**src/rtl/ufp_from_fp32_pipe.sv**
```systemverilog
// ---------------------------------------------------------------------------
// ufp_from_fp32_pipe
//
// Two-stage pipelined converter from an IEEE-754 single-precision bit pattern
// to an unsigned fixed-point value in WL.QW format (IW = WL - QW integer bits).
// Rounding, overflow handling and exception flags are fully defined in
// hardware, so this block can replace simulation-only real-to-ufp conversion
// (e.g. for scene constants loaded from memory).
//
//   S1: unpack, classify, align (integer part + guard bit, pre-round overflow)
//   S2: round, detect post-round overflow, saturate or wrap, drive outputs
//
// Parameters
//   WL            total output word length (2..32)
//   QW            output fraction bits (0 <= QW < WL)
//   SATURATE      1: overflow clamps to all-ones; 0: wrap to the low WL bits
//   ROUND_NEAREST 1: round to nearest, ties away from zero; 0: truncate
//
// Ports
//   clk        clock
//   rst_n      synchronous active-low reset
//   in_valid   in_bits is valid
//   in_ready   block accepts in_bits this cycle (no path from in_valid)
//   in_bits    fp32 bit pattern
//   out_valid  result is valid
//   out_ready  consumer accepts the result
//   out_val    ufp result
//   out_ovf    magnitude >= 2^IW after rounding, or input was +inf
//   out_neg    input was negative and nonzero; out_val forced to 0
//   out_nan    input was NaN; out_val forced to 0
// ---------------------------------------------------------------------------
module ufp_from_fp32_pipe #(
  parameter int WL            = 16,
  parameter int QW            = 8,
  parameter bit SATURATE      = 1'b1,
  parameter bit ROUND_NEAREST = 1'b1
) (
  input  logic          clk,
  input  logic          rst_n,
  input  logic          in_valid,
  output logic          in_ready,
  input  logic [31:0]   in_bits,
  output logic          out_valid,
  input  logic          out_ready,
  output logic [WL-1:0] out_val,
  output logic          out_ovf,
  output logic          out_neg,
  output logic          out_nan
);

  localparam int IW = WL - QW;

  // Input classes resolved in S1; S2 only does arithmetic for CLS_NORM.
  typedef enum logic [2:0] {
    CLS_NORM,  // positive normal number
    CLS_ZERO,  // zero or denormal of either sign (denormals flush to zero)
    CLS_NAN,   // any NaN
    CLS_PINF,  // +infinity
    CLS_NEG    // negative nonzero, including -infinity
  } cls_e;

  // -------------------------------------------------------------------------
  // Handshake
  // -------------------------------------------------------------------------
  logic s1_valid;
  logic s1_adv;   // S1 contents move into S2 this cycle

  // Both terms are registered state or out_ready, so in_ready never depends
  // on in_valid.
  assign s1_adv   = !out_valid || out_ready;
  assign in_ready = !s1_valid || s1_adv;

  // -------------------------------------------------------------------------
  // S1 combinational: unpack, classify, align
  // -------------------------------------------------------------------------
  logic        in_sign;
  logic [7:0]  in_exp;
  logic [22:0] in_frac;
  logic [23:0] in_mant;

  assign in_sign = in_bits[31];
  assign in_exp  = in_bits[30:23];
  assign in_frac = in_bits[22:0];
  assign in_mant = {1'b1, in_frac};

  cls_e cls_d;

  always_comb begin
    // NOTE: combinational blocks use blocking assignments and give every
    // output a default first, so no path can infer a latch.
    cls_d = CLS_NORM;
    if (in_exp == 8'hFF) begin
      if (in_frac != '0) cls_d = CLS_NAN;
      else if (in_sign)  cls_d = CLS_NEG;
      else               cls_d = CLS_PINF;
    end else if (in_exp == 8'h00) begin
      cls_d = CLS_ZERO;
    end else if (in_sign) begin
      cls_d = CLS_NEG;
    end
  end

  // Scaled value is M * 2^sh with sh = e - 150 + QW. Only the low WL bits of
  // the integer part are kept: in range they hold the whole result, and on
  // overflow they are exactly what wrap mode must emit. Sticky is not kept
  // because ties-away rounding depends on the guard bit alone.
  int          sh;
  int          rsh_amt;
  logic [24:0] rsh;       // {integer part, guard} after a right shift
  logic [WL-1:0] int_d;
  logic        guard_d;
  logic        pre_ovf_d;

  always_comb begin
    sh        = int'(in_exp) - 150 + QW;
    rsh_amt   = -sh;
    rsh       = '0;
    int_d     = '0;
    guard_d   = 1'b0;
    pre_ovf_d = (int'(in_exp) - 127) >= IW;
    if (sh >= 0) begin
      // Exact left shift; shifts of WL or more leave no bits in the word.
      if (sh < WL) int_d = WL'({32'd0, in_mant} << sh[4:0]);
    end else if (rsh_amt < 26) begin
      rsh     = {in_mant, 1'b0} >> rsh_amt[4:0];
      int_d   = WL'(rsh[24:1]);
      guard_d = rsh[0];
    end
    // Right shifts of 26 or more: integer 0, guard 0 (defaults above).
  end

  // -------------------------------------------------------------------------
  // S1 registers
  // -------------------------------------------------------------------------
  cls_e          s1_cls;
  logic [WL-1:0] s1_int;
  logic          s1_guard;
  logic          s1_pre_ovf;

  always_ff @(posedge clk) begin
    if (!rst_n) begin
      s1_valid <= 1'b0;
    end else if (in_ready) begin
      s1_valid <= in_valid;
    end
  end

  // NOTE: payload registers carry no reset; they are only ever observed
  // while the matching valid bit is set, and that bit is reset.
  always_ff @(posedge clk) begin
    if (in_ready && in_valid) begin
      s1_cls     <= cls_d;
      s1_int     <= int_d;
      s1_guard   <= guard_d;
      s1_pre_ovf <= pre_ovf_d;
    end
  end

  // -------------------------------------------------------------------------
  // S2 combinational: round, overflow, saturate/wrap
  // -------------------------------------------------------------------------
  logic          rnd;
  logic [WL:0]   sum;     // one extra bit catches the rounding carry
  logic [WL-1:0] val_d;
  logic          ovf_d;
  logic          neg_d;
  logic          nan_d;

  always_comb begin
    rnd   = ROUND_NEAREST ? s1_guard : 1'b0;
    sum   = {1'b0, s1_int} + {{WL{1'b0}}, rnd};
    val_d = '0;
    ovf_d = 1'b0;
    neg_d = 1'b0;
    nan_d = 1'b0;
    case (s1_cls)
      CLS_NAN:  nan_d = 1'b1;
      CLS_NEG:  neg_d = 1'b1;
      CLS_ZERO: val_d = '0;
      // +inf saturates whatever SATURATE says.
      CLS_PINF: begin
        val_d = '1;
        ovf_d = 1'b1;
      end
      default: begin
        ovf_d = s1_pre_ovf || sum[WL];
        val_d = (ovf_d && SATURATE) ? '1 : sum[WL-1:0];
      end
    endcase
  end

  // -------------------------------------------------------------------------
  // S2 registers (the outputs). These are reset so the port values are
  // defined as zero during and right after reset.
  // -------------------------------------------------------------------------
  always_ff @(posedge clk) begin
    if (!rst_n) begin
      out_valid <= 1'b0;
      out_val   <= '0;
      out_ovf   <= 1'b0;
      out_neg   <= 1'b0;
      out_nan   <= 1'b0;
    end else if (s1_adv) begin
      out_valid <= s1_valid;
      if (s1_valid) begin
        out_val <= val_d;
        out_ovf <= ovf_d;
        out_neg <= neg_d;
        out_nan <= nan_d;
      end
    end
  end

endmodule

```
**config.mk**
```make
export PLATFORM = sky130hd
export DESIGN_NAME = ufp_from_fp32_pipe
export DESIGN_NICKNAME = d
export VERILOG_FILES = /design/src/rtl/ufp_from_fp32_pipe.sv
export SDC_FILE = /design/constraint.sdc
export NUM_CORES = 1
export LEC_CHECK = 0
export CAP_MARGIN = 20
export CORE_UTILIZATION = 45
export CTS_CLUSTER_DIAMETER = 150
export DETAILED_ROUTE_END_ITERATION = 12
export PLACE_DENSITY_LB_ADDON = 0.05
export SYNTH_ARGS = -nofsm -noshare
export SYNTH_HDL_FRONTEND = slang
export SYNTH_SLANG_ARGS = --single-unit
```
**constraint.sdc**
```tcl
create_clock -name clk -period 6.8 [get_ports clk]
set_clock_uncertainty 0.15 [all_clocks]
set_input_delay 1.36 -clock clk [delete_from_list [all_inputs] [get_ports clk]]
set_output_delay 1.36 -clock clk [all_outputs]
set_load 0.01 [all_outputs]
```
**After elaboration in Yosys (flattened, before gate mapping)**

Index checks and enable logic that the tools add are counted.

- Output and inout bits: 21
- Input bits: 36
- Word-level logic and storage cells: 51
- Register bits after elaboration: 42

- Order comparisons: 4
- Mux-type cells: 13
- Bitwise gates (word level): 1
- Add/sub/neg operators: 5
- Reductions and logical operators: 11
- Equal/unequal tests: 5
- Shift-type cells: 2

Operator list:

| kind | number |
|---|---|
| $mux W16 | 4 |
| $lt A32 B6 Y1 const B | 1 |
| $neg A10 Y32 | 1 |
| $pmux W16 S2 | 1 |
| $shr A25 B5 Y17 | 1 |
| $shl A24 B5 Y16 | 1 |
| $reduce_bool A23 Y1 | 1 |
| $add A16 B1 Y17 | 1 |
| $mux W3 | 5 |
| $add A9 B5 Y10 const B | 1 |
| $ge A10 B1 Y1 const B | 1 |
| $lt A10 B6 Y1 const B | 1 |
| $ge A9 B5 Y1 const B | 1 |
| $sub A8 B7 Y9 const B | 1 |
| $sub A8 B8 Y9 const B | 1 |
| $eq A8 B8 Y1 const B | 1 |
| $logic_not A8 Y1 | 1 |
| $eq A3 B2 Y1 const B | 2 |
| $eq A3 B1 Y1 const B | 1 |
| $eq A3 B3 Y1 const B | 1 |
| $logic_or A1 B1 Y1 | 3 |
| $reduce_or A3 Y1 | 1 |
| $logic_not A1 Y1 | 2 |
| $mux W1 | 2 |
| 5 further kinds | 5 |

**Logic depth before layout (Yosys ltp)**

- Word-level depth: 6
- Mapped depth: 21
- Mapped depth without buffers: 17

**Least setup slack after synthesis**

No wires, ideal clock.

- Path type: input port to flip-flop
- Start: input in_bits[24]
- End: register s1_int[11] (data pin)
- Path buffers: 4
- Path slack: 0.736 ns
- Cell stages on the path: 20
- Data arrival time: 5.769 ns
- Setup time: 0.145 ns
- Data required time: 6.505 ns
- Path through: ha_1 > xor2_2 > inv_2 > clkbuf_1 > clkbuf_1 > ha_1 > buf_4 > xnor3_1 > nor2_1 > nand2_1 > o21ai_0 > nand2_1 > ha_1 > or4b_1 > a2111oi_4 > nand3_1 > a2111oi_4 > nand4_2 > buf_6 > o21ai_1

- Cells in the longest elaborated chain, start to end: 6
- Elaborated cells between the ends (all ways): 11
- Classes of those cells: 3 x add/sub; 3 x order compare; 2 x shift; 3 x mux

Ends and longest elaborated chain:

| item | RTL line | RTL |
|---|---|---|
| from (decl) | 42 | `input logic [31:0] in_bits,` |
| $sub A8 B8 Y9 (*) | 115 | `sh = int'(in_exp) - 150 + QW;` |
| $add A9 B5 Y10 (*) | 115 |  |
| $neg A10 Y32 | 116 | `rsh_amt = -sh;` |
| $lt A32 B6 Y1 / $shr A25 B5 Y17 (equally long branches) | 124, 125 |  |
| $mux W16 | 124 | `end else if (rsh_amt < 26) begin` |
| $mux W16 (*) | 121 | `if (sh >= 0) begin` |
| net int_d[11] | 110 | `logic [WL-1:0] int_d;` |
| to (signal assigned) | 153 | `s1_int <= int_d;` |
| to (decl) | 136 | `logic [WL-1:0] s1_int;` |

Mark *: on every way through the listed nets, which the timed path passes. The rest lies on a longest branch.
A chain may end at the register's enable or synchronous reset.

**Final worst setup path**

- Start: input in_bits[25]
- End: register s1_int[12] (data pin)

The elaborated chain is that of the path after synthesis.

==> results.md <==
* Status: completed
* YS warnings at 0
* Worst Path Required at 6770 ps
* Dpl cells at 775
* Final hold viol count at 0
* Initial antenna violation count at 0
* Vias at 4,957
* Synth top area share at 0.123
* Total grt overflow at 0
* Post-synth cell types at 73
* CTS resizes at 0
* Postcts setup bufs at 0
* Setup violations, final at 0
* Crit. End Element: flip-flop
* CP arrival at 6180 ps
* Syn-to-layout area delta at 15.0%
* LEAKAGE at 0.00207 uW
* Total chip power at 1010 uW
* Wirelength, routed at 14,300 um
* Detail Route Antenna Nets at 0
* Netlist Area Pre-Place at 0.00511 mm^2
* Startpoint Class: input pin
* Num ports at 57
* Root Driver: clkbuf_16
* Per-cell routed wire length at 18.3 um
* Dpl cell area at 0.00571 mm^2
* Vias per inst at 6.33
* Post-Layout Cell Count at 783
* Post-layout nets at 694
* Fin crit share at 0.913
* Area leader, netlist: edfxtp_1
* DR pass1 iterations at 7
* RSZ-0062 raised after global routing: no
* Setup TNS at 0 ps
* Synth top area cells: edfxtp_1 (12%), dfxtp_1 (8.2%), mux2i_1 (6.9%)
* Fin crit period at 6210 ps
* Chip width at 109 um
* TritonCTS Buffers at 5
* IO Port Bufs at 56
* Avg Inst Size Synth at 8.37 um^2
* Clk_lat worst skew at 280 ps
* CTS tree: done
* Sequential area share after synthesis at 0.206
* Most frequent cells in the layout: nand2_1 (60), clkdlybuf4s50_1 (55), nor2_1 (41), mux2i_1 (35), a21oi_1 (34)
* Final instance area at 0.00587 mm^2
* Post-synth ARST share at 0
* FMAX at 161 MHz
* Crit path kind: input pin to flip-flop
* Die area at 0.0118 mm^2
* Max Cap Viol at 0
* Clk buf depth at 2
* Relative slew slack at 0.280
* Starting Density at 0.467
* Primary FF master, synth: edfxtp_1
* Worst Path Max Fanout at 9
* Maximum VDD drop at 0.000163 V
* Vias in the first global route at 4,405
* Commonest non-fill, non-tap cell in the layout: nand2_1
* Global-route wire length before repair at 22,900 um
* Global placement routability congestion at 0.894
* Remaining DRCs at 0
* Worst slew pin tran at 1080 ps
* Syn Nets at 662
* Largest net degree at the start of global routing at 43
* Power Density at 172 mW/mm^2
* Cell count after synthesis at 610
* Proportion of layout cells with a drive suffix above 1 at 0.148
* Iteration-0 DRC Markers at 435
* EDFF count, synth at 21
* Hpwl dp at 11,200 um
* GRT Total Usage at 0.246
* ANT cells at 0
* Core area at 0.0109 mm^2
* FF+latch count, synth at 42
* CTS H-tree depth at 2
* FP Rows at 38
* Clock-pin slew on the worst setup and hold paths at 60 ps
* Hold bufs inserted after CTS at 0
* HP Class: flip-flop to flip-flop
* Max-slew violations at 0
* Die height at 109 um
* Clock sink total at 42
through the flow:
step,setup slack [ps],hold WS (ps),util
floorplan,736,335,-
global placement,445,306,0.522
detailed placement,324,319,0.522
CTS,595,327,0.537
global route,237,339,0.537
finish,594,317,0.537
synthesized netlist by cell type (12+ instances only):
cell type	count
nand2_1	60
nor2_1	41
mux2i_1	35
a21oi_1	34
nand3_1	31
o21ai_0	31
mux2_2	26
clkbuf_1	21
dfxtp_1	21
edfxtp_1	21
a21boi_0	19
a22oi_1	19
ha_1	16
buf_2	13
nand4_1	13
nor3_1	12
xnor2_1	12
registers in the layout (all words and copies together) (netlist names):
register    cells
s1_cls          3
out_neg         1
s1_valid        1
out_valid       1
out_ovf         1
out_val        16
out_nan         1
s1_pre_ovf      1
s1_int         16
rnd             1
routing by layer:
| metal | global-route usage | share of wire | vias up |
|---|---|---|---|
| met4 | 0.0753 | 0.019 | 0 |
| li1 | - | - | 2407 |
| met2 | 0.407 | 0.46 | 185 |
| met3 | 0.0301 | 0.059 | 23 |
| met5 | 0 | 0 | - |
| met1 | 0.332 | 0.46 | 2342 |
critical path, cell delays in order:
cell             delay, ps
clkdlybuf4s50_1        670
ha_1                   280
xor2_2                 180
inv_2                   50
ha_1                   220
xnor3_1                420
nor2_1                 210
nand2_1                 70
o21ai_0                300
nand2_1                100
ha_1                   180
or4b_1                 570
a2111oi_4              340
nand3_1                160
a2111oi_4              360
nand4_2                270
buf_4                  250
o211ai_1               170
area by class of cell:
type	count	area [um^2]
repair buffers	71	668
inverters	14	52.6
flip-flops and latches	42	1050
fillers	1047	5060
multi-input cells	508	3760
clock inverters	1	30.0
well taps	140	175
clock buffers	7	133
kinds of logic (layout without fill, tap and decap cells):
family                   count (synthesis)  in the layout  synth area share
adder cells (fa/ha/maj)                 16             16            0.0392
buffers and inverters                   60             93            0.0576
multiplexers                            72             72             0.174
flip-flops                              42             42             0.206
AND/OR/NAND/NOR                        210            210             0.209
XOR/XNOR                                22             22            0.0448
AO/OA/AOI/OAI                          188            188             0.269
where the power goes:
| part | total, uW | internal (uW) | switching, uW |
|---|---|---|---|
| registers | 301 | 288 | 13.2 |
| logic | 449 | 180 | 269 |
| clock network | 263 | 173 | 89.4 |
| total | 1010 | 641 | 372 |
final timing paths:
kind	from	end	slack [ps]	cells after the start
hold / removal	out_ovf$_SDFFE_PN0P_	out_ovf$_SDFFE_PN0P_	320	2
setup / recovery	in_bits[25]	s1_int[12]$_DFFE_PP_	590	18
hold reg to reg	out_ovf$_SDFFE_PN0P_	out_ovf$_SDFFE_PN0P_	320	2
setup reg to reg	s1_int[0]$_DFFE_PP_	out_val[4]$_SDFFE_PN0P_	3980	9
Power figures use the tool's default switching activity.
